`config.mk`:
```
export PLATFORM = sky130hd
export DESIGN_NAME = fpu_config_responder
export DESIGN_NICKNAME = d
export VERILOG_FILES = /design/src/rtl/fpu_cfg_pkg.sv /design/src/rtl/fpu_cfg_regfile.sv /design/src/rtl/fpu_config_responder.sv
export SDC_FILE = /design/constraint.sdc
export NUM_CORES = 1
export LEC_CHECK = 0
export ABC_AREA = 1
export BUFFER_PORTS_ARGS = -buffer_cell sky130_fd_sc_hd__buf_2
export CORE_MARGIN = 4
export CORE_UTILIZATION = 30
export CTS_CLUSTER_DIAMETER = 40
export DETAILED_ROUTE_END_ITERATION = 10
export PLACE_DENSITY_LB_ADDON = 0.3
export SLEW_MARGIN = 10
export SYNTH_ARGS = -nofsm -noshare
export SYNTH_HDL_FRONTEND = slang
export SYNTH_HIERARCHICAL = 1
export SYNTH_SLANG_ARGS = --single-unit
export TNS_END_PERCENT = 1
```
`constraint.sdc`:
```
create_clock -name clk -period 3.1 [get_ports clk]
set_input_delay 0.775 -clock clk [delete_from_list [all_inputs] [get_ports clk]]
set_output_delay 0.775 -clock clk [all_outputs]
set_load 0.05 [all_outputs]
```
`src/rtl/fpu_cfg_pkg.sv`:
```
// fpu_cfg_pkg: register map offsets, state type and address decode for the FPU config responder.
package fpu_cfg_pkg;
  localparam logic [31:0] CFG_FILT0_OFS  = 32'h00;
  localparam logic [31:0] CFG_FILT1_OFS  = 32'h04;
  localparam logic [31:0] CFG_FILT2_OFS  = 32'h08;
  localparam logic [31:0] CFG_DIM_OFS    = 32'h0C;
  localparam logic [31:0] CFG_START_OFS  = 32'h10;
  localparam logic [31:0] CFG_RESULT_OFS = 32'h14;
  localparam int CFG_NUM_WORDS = 6;
  localparam logic [31:0] CFG_MAP_BYTES = CFG_RESULT_OFS + 32'h4;

  typedef enum logic {IDLE, SERVE} fpu_cfg_state_t;

  typedef struct packed {
    logic       ok;
    logic [2:0] idx;
  } cfg_dec_t;

  // The subtraction wraps addresses below base to huge offsets, so one compare bounds both sides.
  function automatic cfg_dec_t cfg_decode(input logic [31:0] addr, input logic [31:0] base);
    logic [31:0] ofs;
    ofs = addr - base;
    cfg_decode.ok  = (ofs < CFG_MAP_BYTES) && (ofs[1:0] == 2'b00);
    cfg_decode.idx = ofs[4:2];
  endfunction
endpackage

```
`src/rtl/fpu_cfg_regfile.sv`:
```
// fpu_cfg_regfile: six config words, written mask and combinational decode/read mux.
// FPU_CFG_READBACK_EN adds a second read port for CPU readback.
module fpu_cfg_regfile
  import fpu_cfg_pkg::*;
#(
  parameter logic [31:0] BASE_ADDR = 32'h1000_0000
) (
  input  logic        clk,
  input  logic        rst_n,
  input  logic        i_wr_en,
  input  logic [31:0] i_wr_addr,
  input  logic [31:0] i_wr_data,
  input  logic        i_clr,
  input  logic [31:0] i_rd_addr,
  output logic [31:0] o_rd_data,
  output logic        o_rd_ok,
  output logic        o_wr_ok,
`ifdef FPU_CFG_READBACK_EN
  input  logic [31:0] i_cpu_rd_addr,
  output logic [31:0] o_cpu_rd_data,
  output logic        o_cpu_rd_ok,
`endif
  output logic        o_cfg_complete
);
  cfg_dec_t w_wr_dec, w_rd_dec;
  logic [31:0] r_word [CFG_NUM_WORDS];
  logic [CFG_NUM_WORDS-1:0] r_mask, w_mask_nxt;
  logic w_wr_fire;

  assign w_wr_dec  = cfg_decode(i_wr_addr, BASE_ADDR);
  assign w_rd_dec  = cfg_decode(i_rd_addr, BASE_ADDR);
  assign o_wr_ok   = w_wr_dec.ok;
  assign o_rd_ok   = w_rd_dec.ok;
  assign w_wr_fire = i_wr_en && w_wr_dec.ok;

  always_comb begin
    o_rd_data  = '0;
    w_mask_nxt = r_mask;
    for (int i = 0; i < CFG_NUM_WORDS; i++) begin
      o_rd_data     = (w_rd_dec.ok && w_rd_dec.idx == 3'(i)) ? r_word[i] : o_rd_data;
      w_mask_nxt[i] = w_mask_nxt[i] | (w_wr_fire && w_wr_dec.idx == 3'(i));
    end
    w_mask_nxt = i_clr ? '0 : w_mask_nxt;
  end

`ifdef FPU_CFG_READBACK_EN
  cfg_dec_t w_cpu_dec;
  assign w_cpu_dec   = cfg_decode(i_cpu_rd_addr, BASE_ADDR);
  assign o_cpu_rd_ok = w_cpu_dec.ok;
  always_comb begin
    o_cpu_rd_data = '0;
    for (int i = 0; i < CFG_NUM_WORDS; i++)
      o_cpu_rd_data = (w_cpu_dec.ok && w_cpu_dec.idx == 3'(i)) ? r_word[i] : o_cpu_rd_data;
  end
`endif

  // Only filter[8] lives in word 2; its upper bits are never stored so they read back 0.
  always_ff @(posedge clk or negedge rst_n)
    if (!rst_n) begin
      for (int i = 0; i < CFG_NUM_WORDS; i++) r_word[i] <= '0;
      r_mask         <= '0;
      o_cfg_complete <= 1'b0;
    end else begin
      for (int i = 0; i < CFG_NUM_WORDS; i++)
        if (w_wr_fire && w_wr_dec.idx == 3'(i))
          r_word[i] <= (3'(i) == CFG_FILT2_OFS[4:2]) ? {24'h0, i_wr_data[7:0]} : i_wr_data;
      r_mask         <= w_mask_nxt;
      o_cfg_complete <= &w_mask_nxt;
    end
endmodule

```
`src/rtl/fpu_config_responder.sv`:
```
// fpu_config_responder: holds CPU-written FPU config words and serves them to the loader with 1-cycle latency.
// Optional CPU readback port enabled by FPU_CFG_READBACK_EN.
module fpu_config_responder
  import fpu_cfg_pkg::*;
#(
  parameter logic [31:0] BASE_ADDR = 32'h1000_0000
) (
  input  logic        clk,
  input  logic        rst_n,
  input  logic        cpu_wr_en,
  input  logic [31:0] cpu_wr_addr,
  input  logic [31:0] cpu_wr_data,
  output logic        cpu_wr_ready,
  input  logic        load_config_start,
  input  logic        load_config_done,
  input  logic [31:0] address_mem,
  output logic [31:0] data_mem,
  output logic        mapped_data_valid,
  output logic        cfg_complete,
`ifdef FPU_CFG_READBACK_EN
  input  logic        cpu_rd_en,
  input  logic [31:0] cpu_rd_addr,
  output logic [31:0] cpu_rd_data,
  output logic        cpu_rd_valid,
`endif
  output logic        addr_err
);
  fpu_cfg_state_t r_state;
  logic [31:0] w_rd_data;
  logic w_rd_ok, w_wr_ok, w_wr_fire, w_serve, w_clr, w_cpu_rd_err;

  assign w_wr_fire = cpu_wr_en && cpu_wr_ready;
  assign w_serve   = (r_state == SERVE) && !load_config_done;
  assign w_clr     = (r_state == SERVE) && load_config_done;

`ifdef FPU_CFG_READBACK_EN
  logic [31:0] w_cpu_rd_data;
  logic w_cpu_rd_ok;
  assign w_cpu_rd_err = cpu_rd_en && !w_cpu_rd_ok;
  always_ff @(posedge clk or negedge rst_n)
    if (!rst_n) begin
      cpu_rd_data  <= '0;
      cpu_rd_valid <= 1'b0;
    end else begin
      cpu_rd_valid <= cpu_rd_en;
      if (cpu_rd_en) cpu_rd_data <= w_cpu_rd_data;
    end
`else
  assign w_cpu_rd_err = 1'b0;
`endif

  fpu_cfg_regfile #(.BASE_ADDR(BASE_ADDR)) u_regfile (
    .clk           (clk),
    .rst_n         (rst_n),
    .i_wr_en       (w_wr_fire),
    .i_wr_addr     (cpu_wr_addr),
    .i_wr_data     (cpu_wr_data),
    .i_clr         (w_clr),
    .i_rd_addr     (address_mem),
    .o_rd_data     (w_rd_data),
    .o_rd_ok       (w_rd_ok),
    .o_wr_ok       (w_wr_ok),
`ifdef FPU_CFG_READBACK_EN
    .i_cpu_rd_addr (cpu_rd_addr),
    .o_cpu_rd_data (w_cpu_rd_data),
    .o_cpu_rd_ok   (w_cpu_rd_ok),
`endif
    .o_cfg_complete(cfg_complete)
  );

  // The done cycle itself is not served, so valid falls right after done.
  always_ff @(posedge clk or negedge rst_n)
    if (!rst_n) begin
      r_state           <= IDLE;
      cpu_wr_ready      <= 1'b1;
      data_mem          <= '0;
      mapped_data_valid <= 1'b0;
      addr_err          <= 1'b0;
    end else begin
      addr_err          <= (w_wr_fire && !w_wr_ok) || (w_serve && !w_rd_ok) || w_cpu_rd_err;
      mapped_data_valid <= w_serve;
      if (w_serve) data_mem <= w_rd_data;
      if (r_state == IDLE && load_config_start) begin
        r_state      <= SERVE;
        cpu_wr_ready <= 1'b0;
      end else if (w_clr) begin
        r_state      <= IDLE;
        cpu_wr_ready <= 1'b1;
      end
    end
endmodule
```
==> results by group <==
Drt
  • Total number of vias: approximately 8100
  • Final ANT Viol Nets: 0
  • Drt first pass iters: 6
  • Initial detailed-routing violation count: about 500
  • DRC viols: 0
  • WL/cell: approximately 16 um
  • Routed WL: approximately 28 mm
  • Post-DR vias/cell: approximately 4.6

Global route
  • Largest net degree at the start of global routing: between 70 and 80
  • Initial antenna violation count: 1
  • GRT overflow: 0
  • Vias in the first global route: 8107
  • Total GRT Usage: 0.1530
  • First-pass GRT wire length: approximately 45 mm

CTS
  • Cts repair resizes: 0
  • CTS root buf: clkbuf_16
  • Clock slew at reported path FFs: ~0.060 ns
  • Post-CTS Hold Buffers: 0
  • H-tree depth: 1
  • CTS buffer count: 29
  • CTS sink count: around 210
  • Setup Buffers After CTS: 0
  • CTS tree: built
  • Clk Latency, worst-skew pair: 0.54 ns
  • Maximum root-to-sink buffer count: 3

Synth
  • Top cell type's share of synthesized area: 0.5378
  • Synth Register Bits: between 200 and 250
  • Post-Syn Instances: 1165
  • Commonest cells post-synth: 384 x nand2_1, 210 x dfrtp_1, 138 x o21ai_0
  • Top FF cell, synth: dfrtp_1
  • Async SR Flop Fraction: 1.000
  • Top-count cell post-synth: nand2_1
  • Yosys Warn Count: 6
  • Cell Area, Synth: a little under 10000 sq um
  • Top cells by area, synth: dfrtp_1 54%, nand2_1 15%, o21ai_0 7.1%
  • Syn_area_per_cell: 8.388 sq um
  • Number of synthesized flops with an enable pin: 0
  • Library cells used by synthesis: 29
  • Seq/Total Area, Yosys: 0.5405
  • Largest area contributor in the netlist: dfrtp_1
  • Mapped Nets: about 1300

Place
  • HPWL Detailed: roughly 17 mm
  • # placed instances: between 1500 and 2000
  • GP Congestion: roughly 0.77
  • PortBufs: roughly 140

Timing
  • Post-route minimum period: around 2.3 ns
  • Fmax: roughly 440 MHz
  • Setup_tns: 0 ns
  • Endpoints failing hold: 0
  • Slew HR: 0.5536
  • Tcrit/Tclk final: 0.7330
  • RSZ-0062 raised after global routing: false
  • Worst Skew: between 0.01 and 0.015 ns
  • Max Slew Vio Count: 0
  • Setup-failing EPs final: 0
  • Least-Margin Pin Slew: 0.6695 ns

Worst setup path
  • Most used cell, CP: nand2_1
  • Crit path largest cell delay: 0.41 ns
  • Crit path max fanout: 8
  • Req. time, crit path: around 3.5 ns
  • Worst Path Arrival: approximately 2.7 ns
  • Crit. End Element: flop
  • Crit path max-delay cell type: or2_2
  • Startpoint Class: input pin
  • Setup CP Type: input pin to flop
  • Worst-path cell chain: buf_2 -> nand2_1 -> nand2_1 -> nor2_1 -> nand2_1 -> nor2_4 -> nand4_1 -> or2_2 -> nand3_1 -> nand2_1 -> nand2_1 -> nand2_1 -> nand3_1 -> nand2_1

Power
  • Pwr Density: roughly 560 nW/um^2
  • Leak Pwr: ~0.006 uW
  • Internal Power: roughly 5100 uW
  • Clock network power share: 0.533
  • Sw power: between 1500 and 2000 uW
  • Sequential share of power: 0.419
  • Sw Ratio: 0.2281
  • Comb power frac: 0.048
  • Peak VDD IR: 0.0003578 V

Die
  • Die width: around 190 um
  • Die height: approximately 190 um
  • Initial Util: 0.3065
  • Core Box Area: ~32000 sq um
  • I/O pin count: between 100 and 150
  • Cell Rows: 65
  • Die area: between 30000 and 40000 sq um

Final layout
  • Layout Nets: 1392
  • Layout area overhead: 21.26%
  • Final std cells w/o fill: between 1500 and 2000
  • Diodes inserted: 0
  • Layout cells sized above 1: 0.1927

Worst hold path
  • Hold Path Class: input pin to asynchronous set/reset pin

Flow run
  • Max Cap Viol: 0

Outcome
  • Status: finished clean
final timing paths:
| check | startpoint | endpoint | slack, ns | depth (start not counted) |
|---|---|---|---|---|
| max | address_mem[3] | data_mem[7] | 0.83 | 14 |
| min | rst_n | data_mem[17] | 0.28 | 1 |
| max reg2reg | cpu_wr_ready | u_regfile/o_cfg_complete | 1.08 | 8 |
| min in group clk | data_mem[8] | data_mem[8] | 0.47 | 2 |
| max in group asynchronous | rst_n | u_regfile/r_mask[1] | 2.01 | 2 |
| min reg2reg | data_mem[8] | data_mem[8] | 0.47 | 2 |
final cells by class:
| type | count | area, sq um |
|---|---|---|
| Multi-Input combinational cell | 812 | 3709 |
| Timing Repair Buffer | 164 | 999.7 |
| Sequential cell | 211 | 5281 |
| Tap cell | 435 | 544.3 |
| Inverter | 73 | 276.5 |
| Clock inverter | 19 | 274.0 |
| Clock buffer | 34 | 764.5 |
| Fill cell | 3331 | 20030 |
state kept, by name, indices dropped and copies added, names as in the netlist:
register	count
u_regfile/r_word	168
addr_err	1
data_mem	32
cpu_wr_ready	1
u_regfile/o_cfg_complete	1
mapped_data_valid	1
u_regfile/r_mask	6
r_state	1
worst max-delay path: cells and delay by family:
kind	cells	cell delay (ns)
and+or+nand+nor	13	1.77
buffers and inverters	1	0.15
layout by cell type, fill, tap and decap left out, types with 4 or more instances in the layout:
cell type	count
nand2_1	384
dfrtp_1	210
o21ai_0	138
buf_2	135
inv_1	68
nand3_1	66
nor2_1	66
o21ai_1	60
clkbuf_16	29
a21oi_1	27
nand4_1	26
buf_4	20
nand2_2	10
buf_12	8
nand3_2	8
o21ai_2	8
bufinv_16	6
o2111ai_1	5
clkinvlp_4	4
clkinv_2	4
kinds of logic after synthesis:
| group | count (synthesis) | synth area share |
|---|---|---|
| compound gates | 240 | 0.1302 |
| buf+inv | 142 | 0.08079 |
| simple gates | 572 | 0.2485 |
| flops | 211 | 0.5405 |
stage by stage:
stage | instance area [sq um] | power (uW) | worst slack [ns] | hold WS (ns) | util
finish | 11850 | 6633 | 0.8278 | 0.2804 | 0.3717
global route | 11850 | 6885 | 0.6520 | 0.3299 | 0.3717
CTS | 11850 | 6729 | 0.8442 | 0.2943 | 0.3717
detailed placement | 10810 | 3155 | 0.2821 | 0.4529 | 0.3391
global placement | 10810 | 3154 | 0.2827 | 0.4482 | 0.3391
floorplan | 9772 | 2970 | 0.9003 | 0.4457 | -
routing by layer:
metal | part of all wire | vias up | GRT usage | wire (um)
met5 | 0.00047 | - | 0 | 13
met4 | 0.018 | 2 | 0.03615 | 483
met3 | 0.057 | 36 | 0.02427 | 1579
met2 | 0.46 | 225 | 0.2568 | 12680
met1 | 0.46 | 3801 | 0.2092 | 12780
li1 | - | 4051 | - | -
power groups by stage:
stage                     combinational (uW)  clock, uW  sequential [uW]
after global placement                   325          0             2830
after floorplan                          125          0             2840
after detailed placement                 326          0             2830
after CTS                                326       3620             2780
after global routing                     354       3750             2780
final                                    319       3530             2780
Power figures use the tool's default switching activity.
